--- src/rtl/axi_master_arbiter_pkg.sv ---
// rtl/axi_master_arbiter_pkg.sv - shared state encoding and AXI constants for the master arbiter
package axi_master_arbiter_pkg;

  typedef enum logic [1:0] {
    ST_IDLE   = 2'd0,
    ST_RD_IFU = 2'd1,
    ST_RD_LSU = 2'd2,
    ST_WR_LSU = 2'd3
  } arb_state_e;

  localparam logic [1:0] AXI_RESP_OKAY   = 2'b00;
  localparam logic [1:0] AXI_RESP_EXOKAY = 2'b01;
  localparam logic [1:0] AXI_RESP_SLVERR = 2'b10;
  localparam logic [1:0] AXI_RESP_DECERR = 2'b11;

  localparam logic [1:0] AXI_BURST_FIXED = 2'b00;
  localparam logic [1:0] AXI_BURST_INCR  = 2'b01;
  localparam logic [1:0] AXI_BURST_WRAP  = 2'b10;

  // Bit positions in the two-way request/grant vectors
  localparam int GNT_IFU = 0;
  localparam int GNT_LSU = 1;

endpackage

--- src/rtl/axi_master_arbiter_rr_arb2.sv ---
// rtl/axi_master_arbiter_rr_arb2.sv - two-way IFU/LSU request to one-hot grant with fairness memory
module rr_arb2
  import axi_master_arbiter_pkg::*;
#(
  parameter int PRIO_MODE = 0
) (
  input  logic       clock,
  input  logic       reset,
  input  logic [1:0] req,
  input  logic       update,
  output logic [1:0] grant
);

  // 0: IFU was granted last (reset value, so the LSU takes the first tie)
  logic last_lsu;

  always_comb begin
    grant = 2'b00;
    if (req[GNT_LSU] && req[GNT_IFU]) begin
      if ((PRIO_MODE == 1) || !last_lsu) grant[GNT_LSU] = 1'b1;
      else                               grant[GNT_IFU] = 1'b1;
    end else begin
      grant = req;
    end
  end

  always_ff @(posedge clock) begin
    if (reset) begin
      last_lsu <= 1'b0;
    end else if (update && (grant != 2'b00)) begin
      last_lsu <= grant[GNT_LSU];
    end
  end

endmodule

--- src/rtl/axi_master_arbiter.sv ---
// rtl/axi_master_arbiter.sv - shares one AXI4 master port between IFU reads and LSU reads/writes
module axi_master_arbiter
  import axi_master_arbiter_pkg::*;
#(
  parameter int ADDR_W    = 32,
  parameter int DATA_W    = 32,
  parameter int ID_W      = 4,
  parameter int PRIO_MODE = 0
) (
  input  logic              clock,
  input  logic              reset,
  input  logic              ifu_arvalid,
  input  logic [ADDR_W-1:0] ifu_araddr,
  input  logic [ID_W-1:0]   ifu_arid,
  input  logic [7:0]        ifu_arlen,
  input  logic [2:0]        ifu_arsize,
  input  logic [1:0]        ifu_arburst,
  output logic              ifu_arready,
  output logic              ifu_rvalid,
  output logic [DATA_W-1:0] ifu_rdata,
  output logic [1:0]        ifu_rresp,
  output logic              ifu_rlast,
  output logic [ID_W-1:0]   ifu_rid,
  input  logic              ifu_rready,
  input  logic              lsu_arvalid,
  input  logic [ADDR_W-1:0] lsu_araddr,
  input  logic [ID_W-1:0]   lsu_arid,
  input  logic [7:0]        lsu_arlen,
  input  logic [2:0]        lsu_arsize,
  input  logic [1:0]        lsu_arburst,
  output logic              lsu_arready,
  output logic              lsu_rvalid,
  output logic [DATA_W-1:0] lsu_rdata,
  output logic [1:0]        lsu_rresp,
  output logic              lsu_rlast,
  output logic [ID_W-1:0]   lsu_rid,
  input  logic              lsu_rready,
  input  logic              lsu_awvalid,
  input  logic [ADDR_W-1:0] lsu_awaddr,
  input  logic [ID_W-1:0]   lsu_awid,
  input  logic [7:0]        lsu_awlen,
  input  logic [2:0]        lsu_awsize,
  input  logic [1:0]        lsu_awburst,
  output logic              lsu_awready,
  input  logic              lsu_wvalid,
  input  logic [DATA_W-1:0] lsu_wdata,
  input  logic [DATA_W/8-1:0] lsu_wstrb,
  input  logic              lsu_wlast,
  output logic              lsu_wready,
  output logic              lsu_bvalid,
  output logic [1:0]        lsu_bresp,
  output logic [ID_W-1:0]   lsu_bid,
  input  logic              lsu_bready,
  output logic              out_arvalid,
  output logic [ADDR_W-1:0] out_araddr,
  output logic [ID_W-1:0]   out_arid,
  output logic [7:0]        out_arlen,
  output logic [2:0]        out_arsize,
  output logic [1:0]        out_arburst,
  input  logic              out_arready,
  input  logic              out_rvalid,
  input  logic [DATA_W-1:0] out_rdata,
  input  logic [1:0]        out_rresp,
  input  logic              out_rlast,
  input  logic [ID_W-1:0]   out_rid,
  output logic              out_rready,
  output logic              out_awvalid,
  output logic [ADDR_W-1:0] out_awaddr,
  output logic [ID_W-1:0]   out_awid,
  output logic [7:0]        out_awlen,
  output logic [2:0]        out_awsize,
  output logic [1:0]        out_awburst,
  input  logic              out_awready,
  output logic              out_wvalid,
  output logic [DATA_W-1:0] out_wdata,
  output logic [DATA_W/8-1:0] out_wstrb,
  output logic              out_wlast,
  input  logic              out_wready,
  input  logic              out_bvalid,
  input  logic [1:0]        out_bresp,
  input  logic [ID_W-1:0]   out_bid,
  output logic              out_bready
);

  arb_state_e state_q, state_d;
  logic [1:0] req, grant;

  assign req[GNT_IFU] = ifu_arvalid;
  assign req[GNT_LSU] = lsu_arvalid | lsu_awvalid;

  rr_arb2 #(.PRIO_MODE(PRIO_MODE)) u_arb (
    .clock  (clock),
    .reset  (reset),
    .req    (req),
    .update (state_q == ST_IDLE),
    .grant  (grant)
  );

  always_ff @(posedge clock) begin
    if (reset) state_q <= ST_IDLE;
    else       state_q <= state_d;
  end

  // The grant is held until the final response beat so responses route back unambiguously
  always_comb begin
    state_d = state_q;
    case (state_q)
      ST_IDLE: begin
        if (grant[GNT_LSU])      state_d = lsu_awvalid ? ST_WR_LSU : ST_RD_LSU;
        else if (grant[GNT_IFU]) state_d = ST_RD_IFU;
      end
      ST_RD_IFU, ST_RD_LSU: if (out_rvalid && out_rready && out_rlast) state_d = ST_IDLE;
      ST_WR_LSU:            if (out_bvalid && out_bready) state_d = ST_IDLE;
      default:              state_d = ST_IDLE;
    endcase
  end

  // Unselected channels are forced to zero so no master ever sees another's payload
  always_comb begin
    out_arvalid = 1'b0; out_araddr = '0; out_arid = '0;
    out_arlen   = '0;   out_arsize = '0; out_arburst = '0;
    out_rready  = 1'b0;
    out_awvalid = 1'b0; out_awaddr = '0; out_awid = '0;
    out_awlen   = '0;   out_awsize = '0; out_awburst = '0;
    out_wvalid  = 1'b0; out_wdata  = '0; out_wstrb = '0; out_wlast = 1'b0;
    out_bready  = 1'b0;
    ifu_arready = 1'b0; ifu_rvalid = 1'b0; ifu_rdata = '0;
    ifu_rresp   = '0;   ifu_rlast  = 1'b0; ifu_rid   = '0;
    lsu_arready = 1'b0; lsu_rvalid = 1'b0; lsu_rdata = '0;
    lsu_rresp   = '0;   lsu_rlast  = 1'b0; lsu_rid   = '0;
    lsu_awready = 1'b0; lsu_wready = 1'b0;
    lsu_bvalid  = 1'b0; lsu_bresp  = '0;   lsu_bid   = '0;
    case (state_q)
      ST_RD_IFU: begin
        out_arvalid = ifu_arvalid; out_araddr = ifu_araddr; out_arid    = ifu_arid;
        out_arlen   = ifu_arlen;   out_arsize = ifu_arsize; out_arburst = ifu_arburst;
        ifu_arready = out_arready; out_rready = ifu_rready;
        ifu_rvalid  = out_rvalid;  ifu_rdata  = out_rdata;  ifu_rresp   = out_rresp;
        ifu_rlast   = out_rlast;   ifu_rid    = out_rid;
      end
      ST_RD_LSU: begin
        out_arvalid = lsu_arvalid; out_araddr = lsu_araddr; out_arid    = lsu_arid;
        out_arlen   = lsu_arlen;   out_arsize = lsu_arsize; out_arburst = lsu_arburst;
        lsu_arready = out_arready; out_rready = lsu_rready;
        lsu_rvalid  = out_rvalid;  lsu_rdata  = out_rdata;  lsu_rresp   = out_rresp;
        lsu_rlast   = out_rlast;   lsu_rid    = out_rid;
      end
      ST_WR_LSU: begin
        out_awvalid = lsu_awvalid; out_awaddr = lsu_awaddr; out_awid    = lsu_awid;
        out_awlen   = lsu_awlen;   out_awsize = lsu_awsize; out_awburst = lsu_awburst;
        lsu_awready = out_awready;
        out_wvalid  = lsu_wvalid;  out_wdata  = lsu_wdata;  out_wstrb   = lsu_wstrb;
        out_wlast   = lsu_wlast;   lsu_wready = out_wready;
        lsu_bvalid  = out_bvalid;  lsu_bresp  = out_bresp;  lsu_bid     = out_bid;
        out_bready  = lsu_bready;
      end
      default: ;
    endcase
  end

endmodule

--- config.mk ---
export PLATFORM = sky130hd
export DESIGN_NAME = axi_master_arbiter
export DESIGN_NICKNAME = d
export VERILOG_FILES = /design/src/rtl/axi_master_arbiter_pkg.sv /design/src/rtl/axi_master_arbiter_rr_arb2.sv /design/src/rtl/axi_master_arbiter.sv
export SDC_FILE = /design/constraint.sdc
export NUM_CORES = 1
export LEC_CHECK = 0
export ABC_AREA = 1
export BUFFER_PORTS_ARGS = -buffer_cell sky130_fd_sc_hd__clkbuf_2
export CAP_MARGIN = 10
export CORE_AREA = 2 2 187 189
export CTS_CLUSTER_DIAMETER = 80
export DETAILED_ROUTE_END_ITERATION = 6
export DIE_AREA = 0 0 189 191
export PLACE_DENSITY_LB_ADDON = 0.08
export SLEW_MARGIN = 10
export SYNTH_ARGS = -nofsm -noshare
export SYNTH_HDL_FRONTEND = slang
export SYNTH_SLANG_ARGS = --single-unit
--- constraint.sdc ---
create_clock -name clock -period 1.3 [get_ports clock]
set_clock_uncertainty 0.2 [all_clocks]
set_input_delay 0.13 -clock clock [delete_from_list [all_inputs] [get_ports clock]]
set_output_delay 0.13 -clock clock [all_outputs]
set_load 0.02 [all_outputs]
### Yosys cells after proc, flatten, opt, wreduce, memory -nomap -nowiden

Cells that the tools add are included.

* output and inout port bits: 231
* bits in registers: 3
* input port bits: 243
* logic and storage cells: 62

* equality and inequality tests: 6
* bitwise gates (word level): 1
* reductions and logical operators: 9
* muxes and demuxes: 44

Operator list (number)
* $mux W32: 4
* $pmux W32 S2: 1
* $mux W4: 5
* $mux W2: 9
* $mux W1: 16
* $pmux W8 S2: 1
* $mux W8: 1
* $pmux W4 S2: 1
* $pmux W2 S3: 1
* $pmux W3 S2: 1
* $logic_and A1 B1 Y1: 5
* $eq A2 B2 Y1 const B: 2
* $ne A2 B2 Y1 const B: 2
* $pmux W1 S2: 2
* $pmux W2 S2: 1
* $mux W3: 1
* $ne A3 B3 Y1 const B: 1
* $reduce_and A3 Y1: 1
* $eq A2 B1 Y1 const B: 1
* $logic_not A2 Y1: 1
* $reduce_bool A2 Y1: 1
* $reduce_or A2 Y1: 1
* $or A1 B1 Y1: 1

### Logic depth before layout (Yosys ltp)

Gate-level depths: netlist of run 1.

* depth after elaboration: 6
* mapped depth: 9
* depth with buffers taken out: 9

### By module

A second synthesis of run 1 with hierarchy kept.

* cell total of the unflattened synthesis: 592
* area total of the unflattened synthesis: 2503.7 sq um

By module, submodules not included
* axi_master_arbiter: times used 1, area each 2443.6 sq um, cells each 584, sequential area each 40.0 sq um
* rr_arb2: times used 1, area each 60.1 sq um, cells each 8, sequential area each 20.0 sq um

### Worst setup path after synthesis of run 1

OpenSTA, ideal clock, no wires.

* path kind: register to output
* start point: register state_q[0]
* end point: output port out_araddr[0]
* arrival: 1.385 ns
* cell stages (with the launch flop): 6
* slack: -0.415 ns
* path buffers: 1
* path through: dfxtp_1 > inv_1 > ha_1 > clkinv_1 > clkbuf_1 > a21oi_1

* cells in the longest elaborated chain, start to end: 2
* elaborated cells between the ends (all ways): 3
* those cells by class: eq/ne: 2; mux: 1

RTL lines
* from (decl): RTL line axi_master_arbiter.sv:85 `arb_state_e state_q, state_d;`
* from (signal assigned): RTL line axi_master_arbiter.sv:101 `else state_q <= state_d;`
* $eq A2 B2 Y1 or $eq A2 B1 Y1 (tied branches): RTL line axi_master_arbiter.sv:133 `case (state_q)`
* $pmux W32 S2 *: RTL line axi_master_arbiter.sv:133
* to (decl): RTL line axi_master_arbiter.sv:55 `output logic [ADDR_W-1:0] out_araddr,`

Mark *: on every way between the ends. The rest lies on a longest branch, timed or not.

### Worst setup path in the final report of run 1

* start point: register state_q[1]
* end point: output port out_araddr[12]

The elaborated chain is that of the path after synthesis.

==> impl_metrics.py, run 1 <==
metrics = {
    "run_status": {
        "outcome": "finished with violations",
        "failed_checks": "negative setup slack",
    },
    "layout": {
        "seqCellArea_um2": 67.6,
        "nets": 1352,
        "synthToLayoutAreaGrowth_pct": 269,
        "multi_input_area_um2": 2630,
        "filler_cell_count": 3832,
        "drive_above_1_share_pct": 82.9,
        "final_cells": 1559,
        "n_antenna_cell": 0,
        "final_area_um2": 9110,
    },
    "synthesis": {
        "synth_top_area_share_pct": 44.5,
        "synthCells": 587,
        "synth_top_flop_cell": "dfxtp_1",
        "ys_top_cells_by_count": "nand2_1 (293), inv_1 (184), a21oi_1 (54)",
        "seq_area_frac_synth_pct": 2.43,
        "synth_edf_count": 0,
        "ys_seq_elements": 3,
        "syn_avg_cell_area_um2": 4.21,
        "synthesis.area_um2": 2470,
        "ys_async_sr_fraction_pct": 0,
        "yosys.area.top_type": "nand2_1",
        "ys_types": 15,
        "synth.area.top_cells": "nand2_1 (44%), inv_1 (28%), a21oi_1 (11%)",
        "yosysWarnings": 0,
        "synth.most_common_cell": "nand2_1",
        "synthesis.nets": 834,
    },
    "worst_setup_path": {
        "path_max_fanout": 14,
        "worstSetupStartpointType": "flop",
        "cpMaxStageDelayCell": "dfxtp_4",
        "endpoint_kind": "output pin",
        "r2r-end": "state_q[1]$_SDFFE_PP0P_",
        "cpPeakStageDelay_ns": 0.37,
        "path_class": "flop to output pin",
        "critPathBufInv": 4,
        "worstPathRequired_ns": 0.97,
        "cp_num_cells": 6,
        "cp_top_family": "buffers and inverters",
        "cp.arrival_ns": 1.56,
        "rr_startpoint": "state_q[1]$_SDFFE_PP0P_",
        "rrSetupSlack_ns": -0.33,
        "crit_path_cell_trace": "inv_4 > ha_4 > clkinv_8 > buf_12 > a21oi_4 > clkbuf_4",
        "r2r.worst_path.cells": 11,
    },
    "drt": {
        "via_per_inst": 3.32,
        "route.detailed.drc": 0,
        "vias": 5177,
        "drtAntennaViolNets": 0,
        "drt_iter0_drc": 88,
        "first_pass_iters": 4,
        "drt-total-wl_mm": 22.3,
        "avgRoutedWirePerCell_um": 14.3,
    },
    "global_route": {
        "grt_max_degree": 19,
        "grtUsageMet2_pct": 22.1,
        "use_met1_pct": 11.8,
        "grt_pass1_wl_mm": 29.7,
        "grt-ovfl-total": 0,
        "grt_usage_pct": 10.8,
        "antenna_found_initial": 0,
        "top_usage_layer": "met2",
        "grt_pass1_vias": 4760,
        "grtUsageMet3_pct": 1.71,
    },
    "placement": {
        "port_buffers": 473,
        "dpl_worst_slack_ns": -0.416,
        "dp.cells": 1518,
        "dp_hpwl_mm": 17.4,
        "place_area_um2": 6250,
        "gp_congestion": 0.780,
    },
    "clock_network": {
        "cts_buffer_depth": 2,
        "numCtsBuffers": 3,
        "clk_latency_ns": 0.22,
        "htree_levels": 1,
        "cts_root_buffer": "clkbuf_16",
        "cts_tree": "built",
        "clkTransAtPathRegs_ns": 0.03,
        "clock-sinks": 3,
    },
    "sta": {
        "setup_viol": 234,
        "finalCritPeriodShare_pct": 146,
        "final-hold-violation-count": 0,
        "fmax_mhz": 528,
        "rsz0062_at_grt": "yes",
        "relSlewSlack_pct": 87.5,
        "worstMarginPinSlew_ns": 0.187,
        "fin_ws_ns": -0.593,
        "fin_crit_ns": 1.89,
        "hold_ws_ns": 0.168,
        "drv_slew": 0,
    },
    "floorplan": {
        "dieHeight_um": 191,
        "start_util_pct": 7.25,
        "rows": 68,
        "core_area_um2": 34100,
        "die_w_um": 189,
        "die_area_um2": 36100,
        "ios": 474,
    },
    "hold_path": {
        "hp-class": "input port to flop",
        "hold_depth": 5,
        "worstHoldEndpoint": "state_q[0]$_SDFFE_PP0P_",
        "worstHoldStart": "lsu_bready",
    },
    "pwr": {
        "power_mw": 13.2,
        "vdd_drop_max_uv": 649,
        "leakage_nw": 5.25,
        "power.density_nw_per_um2": 1450,
    },
    "job": {
        "cap_violations": 0,
    },
}
## cells in the final DEF (no fill, tap or decap), drive strengths merged
master	n
nand2	293
dfxtp	3
ha	4
a21oi	54
dlygate4sd3	1
nor2	3
inv	187
nor3b	1
clkbuf	337
clkinv	1
nand3	5
buf	215
## final cells by class
cell class	instances	area share, %
inverter	188	7.96
sequential	3	0.742
timing repair buffer	549	55.4
clock buffer	4	0.865
tap	455	6.25
multi-input combinational	360	28.8
## sequential cells by signal, indices dropped and copies added, names as in the netlist
register        count
state_q             2
u_arb.last_lsu      1
## kinds of logic (layout without fill, tap and decap cells)
kind of cell | count (synthesis) | in the layout | share of synthesized area [%]
simple gates | 302 | 302 | 46.6
buf+inv | 224 | 741 | 38.1
flops | 3 | 3 | 2.43
compound gates | 54 | 54 | 10.9
fa+ha+maj | 4 | 4 | 2.02
## worst max-delay path by stage
stage | from | endpoint
2_1_floorplan | state_q[0]$_SDFFE_PP0P_ | out_araddr[0]
5_1_grt | state_q[1]$_SDFFE_PP0P_ | out_arid[2]
3_5_place_dp | state_q[1]$_SDFFE_PP0P_ | out_arlen[0]
4_1_cts | state_q[1]$_SDFFE_PP0P_ | out_araddr[1]
6_report | state_q[1]$_SDFFE_PP0P_ | out_araddr[12]
3_3_place_gp | state_q[1]$_SDFFE_PP0P_ | out_araddr[0]
## tightest hold or removal path, stage by stage
cell and delay, ns:
clkbuf_2 0.09, nand2_1 0.07, nand2_1 0.09, nand3_1 0.11, a21oi_2 0.05
## layer usage
| layer | vias up | share of wire [%] |
|---|---|---|
| li1 | 2644 | - |
| met1 | 2335 | 37 |
| met2 | 192 | 57 |
| met3 | 6 | 5.3 |
| met4 | 0 | 0.63 |
| met5 | - | 0 |
## report_power, final
group	internal (mW)	switching, mW	leakage [nW]
clock	0.404	0.0816	0.0382
combinational	5.94	6.62	5.18
sequential	0.143	0.0517	0.0262
total	6.49	6.76	5.25
## through the flow
stage	utilization, %	TNS (ns)
after floorplan	-	-11.51
final	26.7	-111.79
after detailed placement	18.3	-68.15
after CTS	24.0	-120.39
after global routing	26.7	-123.88
after global placement	18.3	-68.42
## timing repair
action | in CTS | in global routing
hold buffers | 1 | 0
pin swaps | 17 | 11
buffers inserted | 17 | 10
setup endpoints to repair | 234 | 234
resized for setup | 366 | 412
endpoints found under the hold margin | 3 | 0
cloned | 9 | 6
Power figures use the tool's default switching activity.
==> inputs of run 2 (changes only) <==
Settings changed: ABC_CLOCK_PERIOD_IN_PS from default to 1300, CTS_BUF_LIST from default to sky130_fd_sc_hd__clkbuf_16.
==> run 2 against run 1 <==
Against the previous run: the flow still finishes with violations (negative setup slack); clock power fell by 1%; final area did not move; worst hold slack unchanged; sequential share of layout area is the same; final cell count stayed put; die area unchanged; global-route usage unchanged; critical endpoint unchanged; largest cell class unchanged; highest routed layer unchanged.
==> impl_metrics.py, run 2 (synthesis gave the netlist of run 1 again) <==
metrics = {
    "drt": {
        "via_per_inst": 3.32,
        "drt-total-wl_mm": 22.3,
        "route.detailed.drc": 0,
        "drtAntennaViolNets": 0,
        "drt_iter0_drc": 88,
        "vias": 5177,
        "first_pass_iters": 4,
        "avgRoutedWirePerCell_um": 14.3,
    },
    "pwr": {
        "power_mw": 13.2,
        "power.density_nw_per_um2": 1450,
        "swShare_pct": 51.0,
        "p_clk_share_pct": 3.6,
        "leakage_nw": 5.25,
        "netSwitchingPower_mw": 6.76,
        "vdd_drop_max_uv": 649,
        "comb_power_share_pct": 94.9,
        "sequentialPowerShare_pct": 1.5,
        "p_int_mw": 6.48,
    },
    "sta": {
        "fin_crit_ns": 1.89,
        "finalCritPeriodShare_pct": 146,
        "rsz0062_at_grt": "yes",
        "relSlewSlack_pct": 87.5,
        "worstMarginPinSlew_ns": 0.187,
        "final-hold-violation-count": 0,
        "fin_ws_ns": -0.593,
        "fmax_mhz": 528,
        "setup_viol": 234,
        "drv_slew": 0,
    },
    "worst_setup_path": {
        "worstPathRequired_ns": 0.97,
        "path_class": "flop to output pin",
        "cp.arrival_ns": 1.56,
        "r2r.worst_path.cells": 11,
        "cpMaxStageDelayCell": "dfxtp_4",
        "cpPeakStageDelay_ns": 0.37,
        "worstSetupStartpointType": "flop",
        "critPathBufInv": 4,
        "rrSetupSlack_ns": -0.33,
        "crit_path_cell_trace": "inv_4 > ha_4 > clkinv_8 > buf_12 > a21oi_4 > clkbuf_4",
        "cp_top_family": "buffers and inverters",
        "path_max_fanout": 14,
        "cp_num_cells": 6,
        "endpoint_kind": "output pin",
    },
    "floorplan": {
        "ios": 474,
        "die_area_um2": 36100,
        "die_w_um": 189,
        "rows": 68,
        "core_area_um2": 34100,
        "dieHeight_um": 191,
        "start_util_pct": 7.25,
    },
    "run_status": {
        "failed_checks": "negative setup slack",
        "outcome": "finished with violations",
    },
    "layout": {
        "largest_reg_flops": 2,
        "reg_top3": "state_q: 2 flops, u_arb.last_lsu: 1 flops",
        "drive_above_1_share_pct": 82.9,
        "multi_input_area_um2": 2630,
        "filler_cell_count": 3832,
        "seqCellArea_um2": 67.6,
        "synthToLayoutAreaGrowth_pct": 269,
        "layout_commonest_cell": "clkbuf_2",
        "final_cell_mix": "clkbuf_2 (246), inv_2 (171), nand2_1 (166)",
        "final_area_um2": 9110,
        "n_antenna_cell": 0,
        "top_register": "state_q",
        "nets": 1352,
    },
    "clock_network": {
        "clock-sinks": 3,
        "cts_tree": "built",
        "numCtsBuffers": 3,
        "htree_levels": 1,
        "clk_latency_ns": 0.22,
        "clkTransAtPathRegs_ns": 0.03,
        "cts_root_buffer": "clkbuf_16",
        "cts_buffer_depth": 2,
    },
    "placement": {
        "dp_hpwl_mm": 17.4,
        "place_area_um2": 6250,
        "gp_congestion": 0.780,
        "port_buffers": 473,
    },
    "global_route": {
        "grt_pass1_wl_mm": 29.7,
        "grt_usage_pct": 10.8,
        "grt_max_degree": 19,
        "grt-ovfl-total": 0,
        "antenna_found_initial": 0,
        "grt_pass1_vias": 4760,
    },
    "hold_path": {
        "hp-class": "input port to flop",
        "hold_depth": 5,
    },
    "job": {
        "cap_violations": 0,
    },
}
-- run 2: cell types whose count changed in the layout (fill, tap and decap cells not counted) --
| cell | before | now |
|---|---|---|
| clkbuf_1 | 1 | 0 |
| inv_1 | 13 | 14 |
-- run 2: stage by stage --
stage          hold WS (ns)  setup WS [ns]  std cells  TNS (ns)  utilization (%)
6_report              0.168         -0.593       1559   -111.80             26.7
5_1_grt               0.238         -0.641       1559   -123.88             26.7
4_1_cts               0.171         -0.592       1549   -120.39             24.0
3_5_place_dp          0.148         -0.416       1518    -68.15             18.3
3_3_place_gp          0.157         -0.420       1518    -68.42             18.3
2_1_floorplan      -0.00835         -0.151        587    -11.51                -
-- run 2: worst reg2reg max path: stages (launching register included) --
cell	delay, ns
dfxtp_4	0.37
inv_4	0.05
ha_4	0.17
buf_12	0.14
buf_8	0.13
nand2_4	0.06
nand2_2	0.05
nand2_2	0.06
nand2_2	0.08
nand3_2	0.08
nand2_1	0.06
a21oi_2	0.11
-- run 2: path summary, 6_finish.rpt --
path,from,endpoint
setup reg to reg,state_q[1]$_SDFFE_PP0P_,state_q[1]$_SDFFE_PP0P_
hold reg to reg,u_arb.last_lsu$_SDFFE_PP0P_,u_arb.last_lsu$_SDFFE_PP0P_
hold / removal,lsu_bready,state_q[0]$_SDFFE_PP0P_
setup / recovery,state_q[1]$_SDFFE_PP0P_,out_araddr[12]
-- run 2: repair_timing --
action                                  in CTS  in global routing
endpoints found under the setup margin     234                234
cloned                                       9                  6
gates resized for setup                    366                412
setup buffers                               17                 10
hold buffers                                 1                  0
endpoints found under the hold margin        3                  0
pin swaps                                   17                 11
-- run 2: power groups by stage --
stage | Clock, mW | Combinational, mW | Sequential [mW]
final | 0.479 | 12.6 | 0.195
after global routing | 0.495 | 13.3 | 0.201
after CTS | 0.488 | 11.3 | 0.197
after detailed placement | 0 | 8.49 | 0.178
after global placement | 0 | 8.60 | 0.176
after floorplan | 0 | 5.86 | 0.163
-- run 2: cell type report --
class	instances	share of cell area [%]
clock buffer	3	0.824
clock inverter	1	0.0412
sequential	3	0.742
timing repair buffer	549	55.4
inverter	188	7.96
tap	455	6.25
multi-input combinational	360	28.8
-- run 2: metal layers --
| layer | GRT usage (%) | up-vias | wire length (µm) |
|---|---|---|---|
| met4 | 1.26 | 0 | 140 |
| met1 | 11.8 | 2335 | 8270 |
| li1 | - | 2644 | - |
| met2 | 22.1 | 192 | 12700 |
| met3 | 1.71 | 6 | 1190 |
| met5 | 0 | - | 0 |
==> inputs of run 3 (changes only) <==
Settings changed: ABC_AREA 1 to default, ABC_CLOCK_PERIOD_IN_PS 1300 to 1600, CORE_AREA 2 2 187 189 to 2 2 184 186, DIE_AREA 0 0 189 191 to 0 0 186 188.
Clock period 1.3 ns to 1.6 ns, I/O delays scaled along.
==> run 3 against run 2 <==
Against the previous run: global-route usage down 1.9 points; largest cell class unchanged; final cell count down 17%; worst hold slack worse by 0.097 ns; final area is 21% lower; critical path depth rose by 1; register-to-register slack better by 0.02 ns; synthesized area down 11%; critical path type unchanged; core utilization fell by 5.0 points; worst setup slack better by 0.25 ns; sequential power down 11%; the run still ends with negative setup slack left; via count shrank 13%.
==> impl_metrics.py, run 3 <==
metrics = {
    "worst_setup_path": {
        "cpMaxStageDelayCell": "dfxtp_4",
        "rr_startpoint": "state_q[1]$_SDFFE_PP0P_",
        "endpoint_kind": "output pin",
        "worstPathRequired_ns": 1.24,
        "critPathBufInv": 5,
        "worstSetupStartpointType": "flop",
        "cpPeakStageDelay_ns": 0.38,
        "cp_num_cells": 7,
        "rrSetupSlack_ns": -0.31,
        "path_max_fanout": 25,
        "startpoint": "state_q[1]$_SDFFE_PP0P_",
        "crit_path_cell_trace": "inv_4 > ha_4 > buf_4 > buf_12 > buf_16 > and2_1 > clkbuf_8",
        "cp_top_family": "buffers and inverters",
        "cp.arrival_ns": 1.58,
        "r2r-end": "state_q[1]$_SDFFE_PP0P_",
        "path_class": "flop to output pin",
        "crit_path_end": "ifu_rdata[2]",
        "r2r.worst_path.cells": 7,
    },
    "clock_network": {
        "cts_tree": "built",
        "htree_levels": 1,
        "clk_latency_ns": 0.23,
        "clkTransAtPathRegs_ns": 0.03,
        "numCtsBuffers": 3,
        "clock-sinks": 3,
        "cts_hold_buf": 0,
        "cts_buffer_depth": 2,
        "cts_root_buffer": "clkbuf_16",
    },
    "layout": {
        "nets": 1087,
        "largest_reg_flops": 2,
        "top_register": "state_q",
        "layout_commonest_cell": "clkbuf_2",
        "final_cell_mix": "clkbuf_2 (308), and2_1 (120), buf_6 (64)",
        "final_cells": 1288,
        "final_area_um2": 7180,
        "drive_above_1_share_pct": 82.6,
        "reg_top3": "state_q: 2 flops, u_arb.last_lsu: 1 flops",
        "postLayoutCoreUtil_pct": 21.7,
        "synthToLayoutAreaGrowth_pct": 227,
    },
    "sta": {
        "drv_slew": 0,
        "final-hold-violation-count": 0,
        "fin_ws_ns": -0.342,
        "fmax_mhz": 515,
        "finalCritPeriodShare_pct": 121,
        "relSlewSlack_pct": 79.8,
        "fin_crit_ns": 1.94,
        "setup_viol": 233,
        "rsz0062_at_grt": "yes",
        "tns_ns": -60.51,
        "worstMarginPinSlew_ns": 0.299,
    },
    "synthesis": {
        "synthCells": 344,
        "synth_top_flop_cell": "dfxtp_1",
        "ys_seq_elements": 3,
        "ys_top_cells_by_count": "and2_1 (180), a22oi_1 (51), nor2b_1 (51)",
        "synth_edf_count": 0,
        "yosys.area.top_type": "and2_1",
        "synth_top_area_share_pct": 51.3,
        "synth.most_common_cell": "and2_1",
        "synthesis.area_um2": 2200,
        "synth.area.top_cells": "and2_1 (51%), a22oi_1 (17%), nor2b_1 (15%)",
        "ys_types": 20,
        "syn_avg_cell_area_um2": 6.38,
        "ys_async_sr_fraction_pct": 0,
        "synthesis.nets": 591,
        "seq_area_frac_synth_pct": 2.74,
        "yosysWarnings": 0,
    },
    "run_status": {
        "failed_checks": "negative setup slack",
        "outcome": "finished with violations",
    },
    "drt": {
        "drt-total-wl_mm": 21.1,
        "via_per_inst": 3.48,
        "route.detailed.drc": 0,
        "drt_iter0_drc": 74,
        "drtAntennaViolNets": 0,
        "vias": 4487,
        "avgRoutedWirePerCell_um": 16.4,
        "first_pass_iters": 4,
    },
    "global_route": {
        "grt_pass1_vias": 4079,
        "grt_max_degree": 71,
        "grt_usage_pct": 8.92,
        "antenna_found_initial": 6,
        "grt_pass1_wl_mm": 23.7,
        "grt-ovfl-total": 0,
    },
    "floorplan": {
        "rows": 67,
        "ios": 474,
        "dieHeight_um": 188,
        "die_area_um2": 35000,
        "die_w_um": 186,
        "core_area_um2": 33100,
        "start_util_pct": 6.63,
    },
    "pwr": {
        "vdd_drop_max_uv": 448,
        "power.density_nw_per_um2": 1300,
        "power_mw": 9.31,
        "leakage_nw": 3.63,
    },
    "placement": {
        "dp.cells": 1243,
        "port_buffers": 473,
        "place_area_um2": 5370,
        "gp_congestion": 0.665,
        "dp_hpwl_mm": 14.4,
    },
    "job": {
        "cap_violations": 0,
    },
    "hold_path": {
        "hp-class": "input port to flop",
    },
}
==> run 3: changes by cell type in the layout (fill, tap and decap cells not counted), sizes merged, moves of 2 or more <==
cell and change:
nand2 -291, nor2b +51, clkbuf +24, and2 +180, a22oi +51, buf -46
a21oi -52, nand3 -4, inv -182, a32o +2
==> run 3: cells by family (layout without fill, tap and decap cells) <==
group                    count (synthesis)  after routing  share of synthesized area (%)
AO/OA/AOI/OAI                           60             60                           20.8
adder cells (fa/ha/maj)                  4              4                           2.28
buffers and inverters                   40            535                           7.18
flip-flops                               3              3                           2.74
other                                    0              1                              0
AND/OR/NAND/NOR                        237            237                           67.0
==> run 3: power by group <==
part / leakage [nW] / internal [mW] / total, mW / switching (mW)
clock: 0.0423 / 0.323 / 0.396 / 0.0731
sequential: 0.0262 / 0.121 / 0.174 / 0.0528
combinational: 3.56 / 4.48 / 8.74 / 4.26
==> run 3: tightest hold or removal path: stages <==
cell	delay [ns]
clkbuf_2	0.12
inv_1	0.07
nand2_1	0.06
a21oi_1	0.04
==> run 3: worst min path at each step <==
stage                     cells after the start                          end  slack [ns]                        start
after floorplan                               3  u_arb.last_lsu$_SDFFE_PP0P_        0.12                        reset
after global placement                        2  u_arb.last_lsu$_SDFFE_PP0P_        0.28  u_arb.last_lsu$_SDFFE_PP0P_
after detailed placement                      2  u_arb.last_lsu$_SDFFE_PP0P_        0.27  u_arb.last_lsu$_SDFFE_PP0P_
after CTS                                     4  u_arb.last_lsu$_SDFFE_PP0P_        0.08                        reset
after global routing                          4  u_arb.last_lsu$_SDFFE_PP0P_        0.11                        reset
final                                         4  u_arb.last_lsu$_SDFFE_PP0P_        0.07                        reset
==> run 3: area by class of cell <==
type | count | area (µm²)
Antenna cell | 1 | 2.50
Clock buffer | 3 | 75.1
Clock inverter | 1 | 3.75
Fill cell | 3716 | 25900
Inverter | 5 | 23.8
Multi-Input combinational cell | 301 | 2540
Sequential cell | 3 | 67.6
Tap cell | 448 | 561
Timing Repair Buffer | 526 | 3900
==> run 3: per-stage QoR <==
| step | hold WS (ns) | setup slack (ns) |
|---|---|---|
| after floorplan | 0.123 | -0.0869 |
| after global placement | 0.279 | -0.320 |
| after detailed placement | 0.270 | -0.328 |
| after CTS | 0.0832 | -0.333 |
| after global routing | 0.113 | -0.396 |
| final | 0.0710 | -0.342 |
==> run 3: layer usage <==
metal	routed length [µm]	track usage, %	up-vias	share of wire [%]
met5	13	0	-	0.062
met3	1890	2.56	19	9.0
met2	11900	19.4	293	56
li1	-	-	2119	-
met1	7060	8.05	2054	34
met4	246	0.727	2	1.2
==> run 3: what timing repair did <==
action                     4_1_cts  5_1_grt
setup endpoints to repair      233      233
pin swaps                        3       13
buffers inserted                 2       18
resized for setup               88      365
cloned                           2       19
